===== src/rtl/fifo_sync_param.sv =====
// Parametrised single-clock FIFO with thresholds, occupancy count, sticky error
// flags, synchronous flush and selectable first-word-fall-through read.
module fifo_sync_param #(
    parameter int pWidth       = 8,
    parameter int pFifoDepth   = 8,
    parameter int pAlmostFull  = 6,
    parameter int pAlmostEmpty = 2,
    parameter int pFwft        = 0,
    localparam int pAddrW      = $clog2(pFifoDepth),
    localparam int pLevelW     = pAddrW + 1
) (
    input  logic               iClk,
    input  logic               iRst,
    input  logic               iClr,
    input  logic               iWrEn,
    input  logic [pWidth-1:0]  iWrData,
    output logic               oWrFull,
    output logic               oWrAlmostFull,
    input  logic               iRdEn,
    output logic [pWidth-1:0]  oRdData,
    output logic               oRdEmpty,
    output logic               oRdAlmostEmpty,
    output logic [pLevelW-1:0] oLevel,
    output logic               oOverflow,
    output logic               oUnderflow
);

    localparam logic [pLevelW-1:0] depth_l = pLevelW'(pFifoDepth);
    localparam logic [pLevelW-1:0] afull_l = pLevelW'(pAlmostFull);
    localparam logic [pLevelW-1:0] aempty_l = pLevelW'(pAlmostEmpty);

    logic [pWidth-1:0]  mem [pFifoDepth];
    logic [pAddrW-1:0]  wr_ptr;
    logic [pAddrW-1:0]  rd_ptr;
    logic [pLevelW-1:0] level;
    logic [pLevelW-1:0] level_next;
    logic               rd_acc;
    logic               wr_acc;
    logic               ovf;
    logic               udf;

    assign oLevel         = level;
    assign oWrFull        = (level == depth_l);
    assign oWrAlmostFull  = (level >= afull_l);
    assign oRdEmpty       = (level == '0);
    assign oRdAlmostEmpty = (level <= aempty_l);
    assign oOverflow      = ovf;
    assign oUnderflow     = udf;

    // Flush suppresses both accepts; a full FIFO still takes a write alongside a read.
    assign rd_acc = iRdEn & ~iClr & ~oRdEmpty;
    assign wr_acc = iWrEn & ~iClr & (~oWrFull | rd_acc);

    always_comb begin
        level_next = level;
        case ({wr_acc, rd_acc})
            2'b10:   level_next = level + pLevelW'(1);
            2'b01:   level_next = level - pLevelW'(1);
            default: level_next = level;
        endcase
    end

    always_ff @(posedge iClk or posedge iRst) begin
        if (iRst) begin
            wr_ptr <= '0;
            rd_ptr <= '0;
            level  <= '0;
            ovf    <= 1'b0;
            udf    <= 1'b0;
        end else if (iClr) begin
            wr_ptr <= '0;
            rd_ptr <= '0;
            level  <= '0;
            ovf    <= 1'b0;
            udf    <= 1'b0;
        end else begin
            if (wr_acc) wr_ptr <= wr_ptr + pAddrW'(1);
            if (rd_acc) rd_ptr <= rd_ptr + pAddrW'(1);
            level <= level_next;
            if (iWrEn && !wr_acc) ovf <= 1'b1;
            if (iRdEn && !rd_acc) udf <= 1'b1;
        end
    end

    always_ff @(posedge iClk) begin
        if (wr_acc) mem[wr_ptr] <= iWrData;
    end

    generate
        if (pFwft != 0) begin : g_fwft
            assign oRdData = mem[rd_ptr];
        end else begin : g_std
            logic [pWidth-1:0] rd_q;
            always_ff @(posedge iClk or posedge iRst) begin
                if (iRst)        rd_q <= '0;
                else if (iClr)   rd_q <= '0;
                else if (rd_acc) rd_q <= mem[rd_ptr];
            end
            assign oRdData = rd_q;
        end
    endgenerate

endmodule

===== config.mk =====
export PLATFORM = sky130hd
export DESIGN_NAME = fifo_sync_param
export DESIGN_NICKNAME = d
export VERILOG_FILES = /design/src/rtl/fifo_sync_param.sv
export SDC_FILE = /design/constraint.sdc
export NUM_CORES = 1
export LEC_CHECK = 0
export ABC_AREA = 1
export BUFFER_PORTS_ARGS = -buffer_cell sky130_fd_sc_hd__buf_2
export CAP_MARGIN = 20
export CORE_ASPECT_RATIO = 1.1
export CORE_MARGIN = 2
export CORE_UTILIZATION = 35
export DETAILED_ROUTE_END_ITERATION = 8
export HOLD_SLACK_MARGIN = 0.06
export PLACE_DENSITY = 0.48
export SKIP_LAST_GASP = 1
export SYNTH_ARGS = -nofsm -noshare
export SYNTH_HDL_FRONTEND = slang
export SYNTH_SLANG_ARGS = --single-unit

===== constraint.sdc =====
create_clock -name iClk -period 2.8 [get_ports iClk]
set_clock_uncertainty 0.2 [all_clocks]
set_input_delay 0.42 -clock iClk [delete_from_list [all_inputs] [get_ports iClk]]
set_output_delay 0.42 -clock iClk [all_outputs]
set_load 0.03 [all_outputs]

### Word-level counts from Yosys, hierarchy flattened

Memories as Yosys holds them, arrays and structs flattened.
Cells that the tools add are included.

| storage, ports and cells | value |
|---|---|
| bits in registers | 20 |
| RAM bits | 64 |
| input port bits | 13 |
| output and inout port bits | 18 |
| logic and storage cells | 48 |
| memories kept | 1 |

| operators by class | value |
|---|---|
| add/sub/neg operators | 4 |
| order comparisons | 2 |
| eq/ne operators | 3 |
| mux-type cells | 14 |
| bitwise operators | 8 |
| reduce and logical (&&, ||, !) cells | 10 |

Memory list:

| name | words | bits a word | rd ports | clocked after Yosys merged registers in | wr ports | line | source |
|---|---|---|---|---|---|---|---|
| mem | 8 | 8 | 1 | 0 | 1 | 32 | `logic [pWidth-1:0] mem [pFifoDepth];` |

Operators by type and width:

| kind | number |
|---|---|
| 8-bit 2-to-1 mux | 2 |
| 3-bit 2-to-1 mux | 4 |
| 4-bit one-hot mux with 2 select lines | 1 |
| 2-bit nonzero test | 4 |
| 3-bit by 1-bit adder with 3-bit output (second input constant) | 2 |
| 1-bit 2-to-1 mux | 6 |
| 4-bit by 1-bit adder with 4-bit output (second input constant) | 1 |
| 1-bit bitwise AND | 4 |
| 4-bit == test (second input constant) | 1 |
| 4-bit by 3-bit greater-or-equal comparator with 1-bit output (second input constant) | 1 |
| 4-bit by 2-bit less-or-equal comparator with 1-bit output (second input constant) | 1 |
| 4-bit logical NOT | 1 |
| 4-bit 2-to-1 mux | 1 |
| 4-bit by 1-bit subtractor with 4-bit output (second input constant) | 1 |
| 1-bit NOT | 3 |
| 3-bit nonzero test | 1 |
| 2-bit by 1-bit == test with 1-bit output (second input constant) | 1 |
| 2-bit == test (second input constant) | 1 |
| 1-bit logical AND | 2 |
| 1-bit logical NOT | 2 |
| 1-bit OR | 1 |

### Depth between registers and ports, before layout

| logic depth | value |
|---|---|
| depth in word-level cells | 9 |
| gate-level depth with buffers | 12 |
| gate-level depth less buffers | 12 |

### Worst setup path after synthesis

No wires, ideal clock.

| timing path | value |
|---|---|
| path type | flip-flop to flip-flop |
| start | reg level[1], in the netlist oLevel[1] |
| end | mem mem[0][0], enable pin |
| library setup time | 0.370 ns |
| arrival time | 1.776 ns |
| required time | 2.230 ns |
| path slack | 0.454 ns |
| stages on the path, launching flop included | 8 |
| buffers on the path | 0 |
| cell sequence | dfrtp_1 > nor2_1 > nand3_1 > inv_1 > nand2_2 > nand2_4 > or2_4 > nor2_1 |

| on the way | value |
|---|---|
| elaborated cells on any way between the ends | 9 |

RTL lines:

| what | line | source |
|---|---|---|
| start, declared | 35 | `logic [pLevelW-1:0] level;` |
| start signal, assigned | 79 | `level <= level_next;` |
| 4-bit == test | 43 | `assign oWrFull = (level == depth_l);` |
| via oWrFull | 17 | `output logic oWrFull,` |
| 1-bit NOT | 52 | `assign wr_acc = iWrEn & ~iClr & (~oWrFull \| rd_acc);` |
| 1-bit OR | 52 |  |
| 1-bit bitwise AND | 52 |  |
| 1-bit 2-to-1 mux | 86 | `if (wr_acc) mem[wr_ptr] <= iWrData;` |
| 1-bit 2-to-1 mux (not written as such) | 86 |  |
| end, declared | 32 |  |

The timed path passes the listed nets, and every way through them passes these cells.

### Worst setup path after layout

| timing path | value |
|---|---|
| start | reg level[1], in the netlist oLevel[1] |
| end | reg level[3], in the netlist oLevel[3] |

| on the way | value |
|---|---|
| longest elaborated chain between the ends | 8 |
| elaborated cells on any way between the ends | 14 |

RTL lines:

| what | line | source |
|---|---|---|
| 4-bit logical NOT | 45 | `assign oRdEmpty = (level == '0);` |
| 1-bit NOT | 51 | `assign rd_acc = iRdEn & ~iClr & ~oRdEmpty;` |
| 1-bit bitwise AND | 51 |  |
| 1-bit OR | 52 |  |
| 1-bit bitwise AND | 52 |  |
| 2-bit by 1-bit == test with 1-bit output / 2-bit == test (equally long branches) | 56 | `case ({wr_acc, rd_acc})` |
| 4-bit one-hot mux with 2 select lines | 56 |  |
| 4-bit 2-to-1 mux | 70 | `end else if (iClr) begin` |

Several ways; a longest one is shown, not always the timed one.
A chain may end at the register's enable or synchronous reset.

==> impl_summary.txt <==
----------------------------------------------------
[Clocking]
  Setup Buffers After CTS ... 0
  Post-CTS sizing ... 0
  CTS tree ... done
  Htree depth ... 3
  Insertion delay of the later-clocked pin in the worst-skew pair ... 360 ps
  Largest buffer count on any clock path ... 2
  Root Buffer ... sky130_fd_sc_hd__clkbuf_8
  CTS Sinks ... 84
  Clk slew on worst S/H paths ... 80 ps
  Total clock buffers created by CTS ... 9

[Critical path]
  Worst path arrival time ... 2230 ps
  CP startpoint kind ... flip-flop
  Category of the critical setup timing path ... flip-flop to flip-flop
  Buf/Inv on CP ... 1
  Slowest cell on the critical path ... sky130_fd_sc_hd__dfrtp_1
  Cell chain of the critical path ... nor2_1, nand2_4, nand3_1, inv_1, ha_1, nand2_1, nand2_1, nor2_1, nand3_1, nand3_1, nand2_1
  CP Max Fanout ... 5
  Endpoint kind of the worst setup timing path ... flip-flop
  Largest stage delay on the critical path ... 440 ps
  Required time reported for the critical path endpoint ... 2850 ps
  Delay-heaviest family, CP ... simple AND/OR/NAND/NOR gates

[Logic synthesis]
  Post-synth top area share ... 54.16%
  Post-synth design cell area ... 3548 sq um
  Number of cells produced by synthesis ... 318
  Largest cells by area after synthesis ... sky130_fd_sc_hd__edfxtp_1 (54%), sky130_fd_sc_hd__dfrtp_1 (14%), sky130_fd_sc_hd__nand2_1 (6.5%)
  Portion of the post-synthesis area used by sequential elements ... 68.27%
  Number of warning messages in the yosys log ... 0
  Post-synth top area cell ... sky130_fd_sc_hd__edfxtp_1
  Number of storage elements in the synthesis netlist ... 84
  Number of distinct library cells after synthesis ... 28
  Syn_area_per_cell ... 11.16 sq um
  Net count after synthesis ... 336

[Job]
  Max_cap viols ... 0

[Global route]
  Global route overflow ... 0
  Largest net degree at the start of global routing ... 35
  Wire length of the first global-routing pass ... 12,560 microns
  Number of antenna violations at the first check in global routing ... 0
  Global routing usage summed across all routing layers ... 15.76%
  Via count of the first global-routing pass ... 2,310

[Finish]
  Antenna Diode Count ... 0
  Post-layout nets ... 379
  Layout cells sized above 1 ... 17.76%
  Number of fill cells in the layout ... 947
  Layout overhead on the synthesized area ... 17.17%

[Placement]
  Placer Congestion ... 0.8026
  Total of buffers placed on input and output ports ... 30
  Placement-stage worst setup slack ... 644.2 ps
  Half-perimeter wire length after placement ... 5082 microns

[Power and ir drop]
  Clock power share ... 39.0%
  Cell internal power dissipation ... 2166 uW
  Pwr Total ... 2898 uW
  Leakage component of the power ... 0.001732 uW
  Combinational group share of total power ... 12.4%
  P_sw ... 732.4 uW
  Areal power density over the cells ... 697.0 nW/um^2
  Net switching share of the total power ... 25.27%
  VDD IR max ... 0.1977 mV
  Part of the total power dissipated in sequential elements ... 48.6%

[Min path]
  Worst Hold Class ... primary input to flip-flop

[Timing]
  Setup total negative slack ... 0 ps
  Worst setup margin ... 629.1 ps
  Final clock period utilization by the worst path ... 77.53%
  Worst-Margin Slew ... 790.3 ps
  RSZ-0062 raised after global routing ... no
  Min Clock Period, post-route ... 2171 ps
  Count of pins over their slew limit ... 0
  Final count of hold timing violations ... 0
  Final setup vio count ... 0
  Max Fclk ... 460.6 MHz
  Max-slew headroom ... 47.25%

[Floorplanning]
  Core Box Area ... 9889 sq um
  Std-Cell Rows ... 38
  Die width ... 100.0 microns
  Initial standard-cell utilization of the core ... 35.88%
  Count of pins on the block boundary ... 31
  Die extent in y ... 109.6 microns
  Total Die Area ... 10,960 sq um

[Run status]
  Outcome ... completed

[Detailed routing]
  # DRC ... 0
  Initial detailed-routing violation count ... 169
  Drt wl/cell ... 16.90 microns
  Detailed-route wire length ... 8213 microns
  Count of antenna-violating nets left after detailed routing ... 0
  Vias after detailed routing ... 2,388
  Number of detailed-routing iterations run before antenna repair ... 4
  Via-per-instance ratio ... 4.914

----------------------------------------------------
[repair_timing]
item | CTS | global route
hold buffers | 1 | 0
endpoints found under the setup margin | 0 | 0
endpoints found under the hold margin | 20 | 0
[synthesized netlist by cell type]
master and number:
sky130_fd_sc_hd__nand2_4 3, sky130_fd_sc_hd__a31oi_1 1, sky130_fd_sc_hd__nor2_4 1, sky130_fd_sc_hd__a21oi_1 9, sky130_fd_sc_hd__clkbuf_1 2, sky130_fd_sc_hd__edfxtp_1 64, sky130_fd_sc_hd__nand2_1 61, sky130_fd_sc_hd__o211ai_1 8
sky130_fd_sc_hd__nor2_1 46, sky130_fd_sc_hd__nor2_2 1, sky130_fd_sc_hd__clkbuf_2 1, sky130_fd_sc_hd__xor2_1 1, sky130_fd_sc_hd__dfrtp_1 20, sky130_fd_sc_hd__inv_1 21, sky130_fd_sc_hd__o21ai_0 42, sky130_fd_sc_hd__inv_2 1
sky130_fd_sc_hd__ha_1 4, sky130_fd_sc_hd__nand2_2 1, sky130_fd_sc_hd__o21ai_1 5, sky130_fd_sc_hd__buf_2 7, sky130_fd_sc_hd__or2_4 1, sky130_fd_sc_hd__a21oi_2 1, sky130_fd_sc_hd__nand3_1 10, sky130_fd_sc_hd__nand4_1 2
sky130_fd_sc_hd__xnor2_1 1, sky130_fd_sc_hd__o21a_1 2, sky130_fd_sc_hd__o31ai_1 1, sky130_fd_sc_hd__fa_1 1
[logic make-up (layout without fill, tap and decap cells)]
kind of cell | after synthesis | after routing | synth area share [%]
flip-flops | 84 | 84 | 68.27
AND/OR/NAND/NOR | 126 | 126 | 14.95
adder cells (fa/ha/maj) | 5 | 5 | 1.975
XOR/XNOR | 2 | 2 | 0.4937
AO/OA/AOI/OAI | 69 | 69 | 10.65
buffers and inverters | 32 | 80 | 3.667
[cells in the final DEF (no fill, tap or decap), types with 3 or more instances in the layout]
master,instances
sky130_fd_sc_hd__edfxtp_1,64
sky130_fd_sc_hd__nand2_1,61
sky130_fd_sc_hd__nor2_1,46
sky130_fd_sc_hd__o21ai_0,42
sky130_fd_sc_hd__buf_2,30
sky130_fd_sc_hd__inv_1,21
sky130_fd_sc_hd__dfrtp_1,20
sky130_fd_sc_hd__buf_4,11
sky130_fd_sc_hd__nand3_1,10
sky130_fd_sc_hd__a21oi_1,9
sky130_fd_sc_hd__clkbuf_8,9
sky130_fd_sc_hd__o211ai_1,8
sky130_fd_sc_hd__o21ai_1,5
sky130_fd_sc_hd__ha_1,4
sky130_fd_sc_hd__bufinv_16,4
sky130_fd_sc_hd__nand2_4,3
[per-stage QoR]
step / utilization [%] / hold WS [ps] / instance area, sq um / cells
floorplan: - / 183.8 / 3548 / 318
global placement: 39.27 / 261.2 / 3884 / 469
detailed placement: 39.27 / 262.5 / 3884 / 469
CTS: 42.04 / 122.2 / 4158 / 486
global route: 42.04 / 134.2 / 4158 / 486
finish: 42.04 / 136.1 / 4158 / 486
[worst min-delay path, cell delays in order]
cell and delay (ps):
sky130_fd_sc_hd__buf_2 90, sky130_fd_sc_hd__a31oi_1 80, sky130_fd_sc_hd__nor2_1 70
[layer usage]
| layer | vias up | wire length, microns | track usage [%] |
|---|---|---|---|
| li1 | 1174 | - | - |
| met1 | 1143 | 3888 | 20.72 |
| met2 | 57 | 3845 | 25.14 |
| met3 | 14 | 321 | 3.369 |
| met4 | 0 | 157 | 7.241 |
| met5 | - | 0 | 0 |
[state kept, by name, summed over array words and instances, names as in the netlist]
name,count
mem,64
oRdData,8
oLevel,4
rd_ptr,3
wr_ptr,3
oOverflow,1
oUnderflow,1
[final timing paths]
path	from	cells past startpoint	slack (ps)	endpoint
max	oLevel[1]	11	630	oLevel[3]
min reg2reg	oRdData[4]	2	280	oRdData[4]
min in group asynchronous	iRst	3	540	oRdData[1]
max in group asynchronous	iRst	3	1360	oRdData[6]
max reg2reg	oLevel[1]	11	630	oLevel[3]
min	iWrEn	3	140	oOverflow
[area by class of cell]
type / count / area, sq um / area share (%)
clock buffers: 10 / 127.6 / 3.070
clock inverters: 6 / 136.4 / 3.280
inverters: 22 / 82.58 / 1.986
multi-input cells: 202 / 996.0 / 23.95
flip-flops and latches: 84 / 2422 / 58.26
well taps: 120 / 150.1 / 3.611
repair buffers: 42 / 242.7 / 5.838
[power by group through the flow]
stage	combinational [uW]	sequential, uW	clock, uW
final	358	1410	1130
after global routing	400	1410	1200
after CTS	363	1410	1150
after detailed placement	360	1440	0
after global placement	359	1440	0
after floorplan	198	1480	0
No activity file was read; power rests on OpenSTA's default activity.
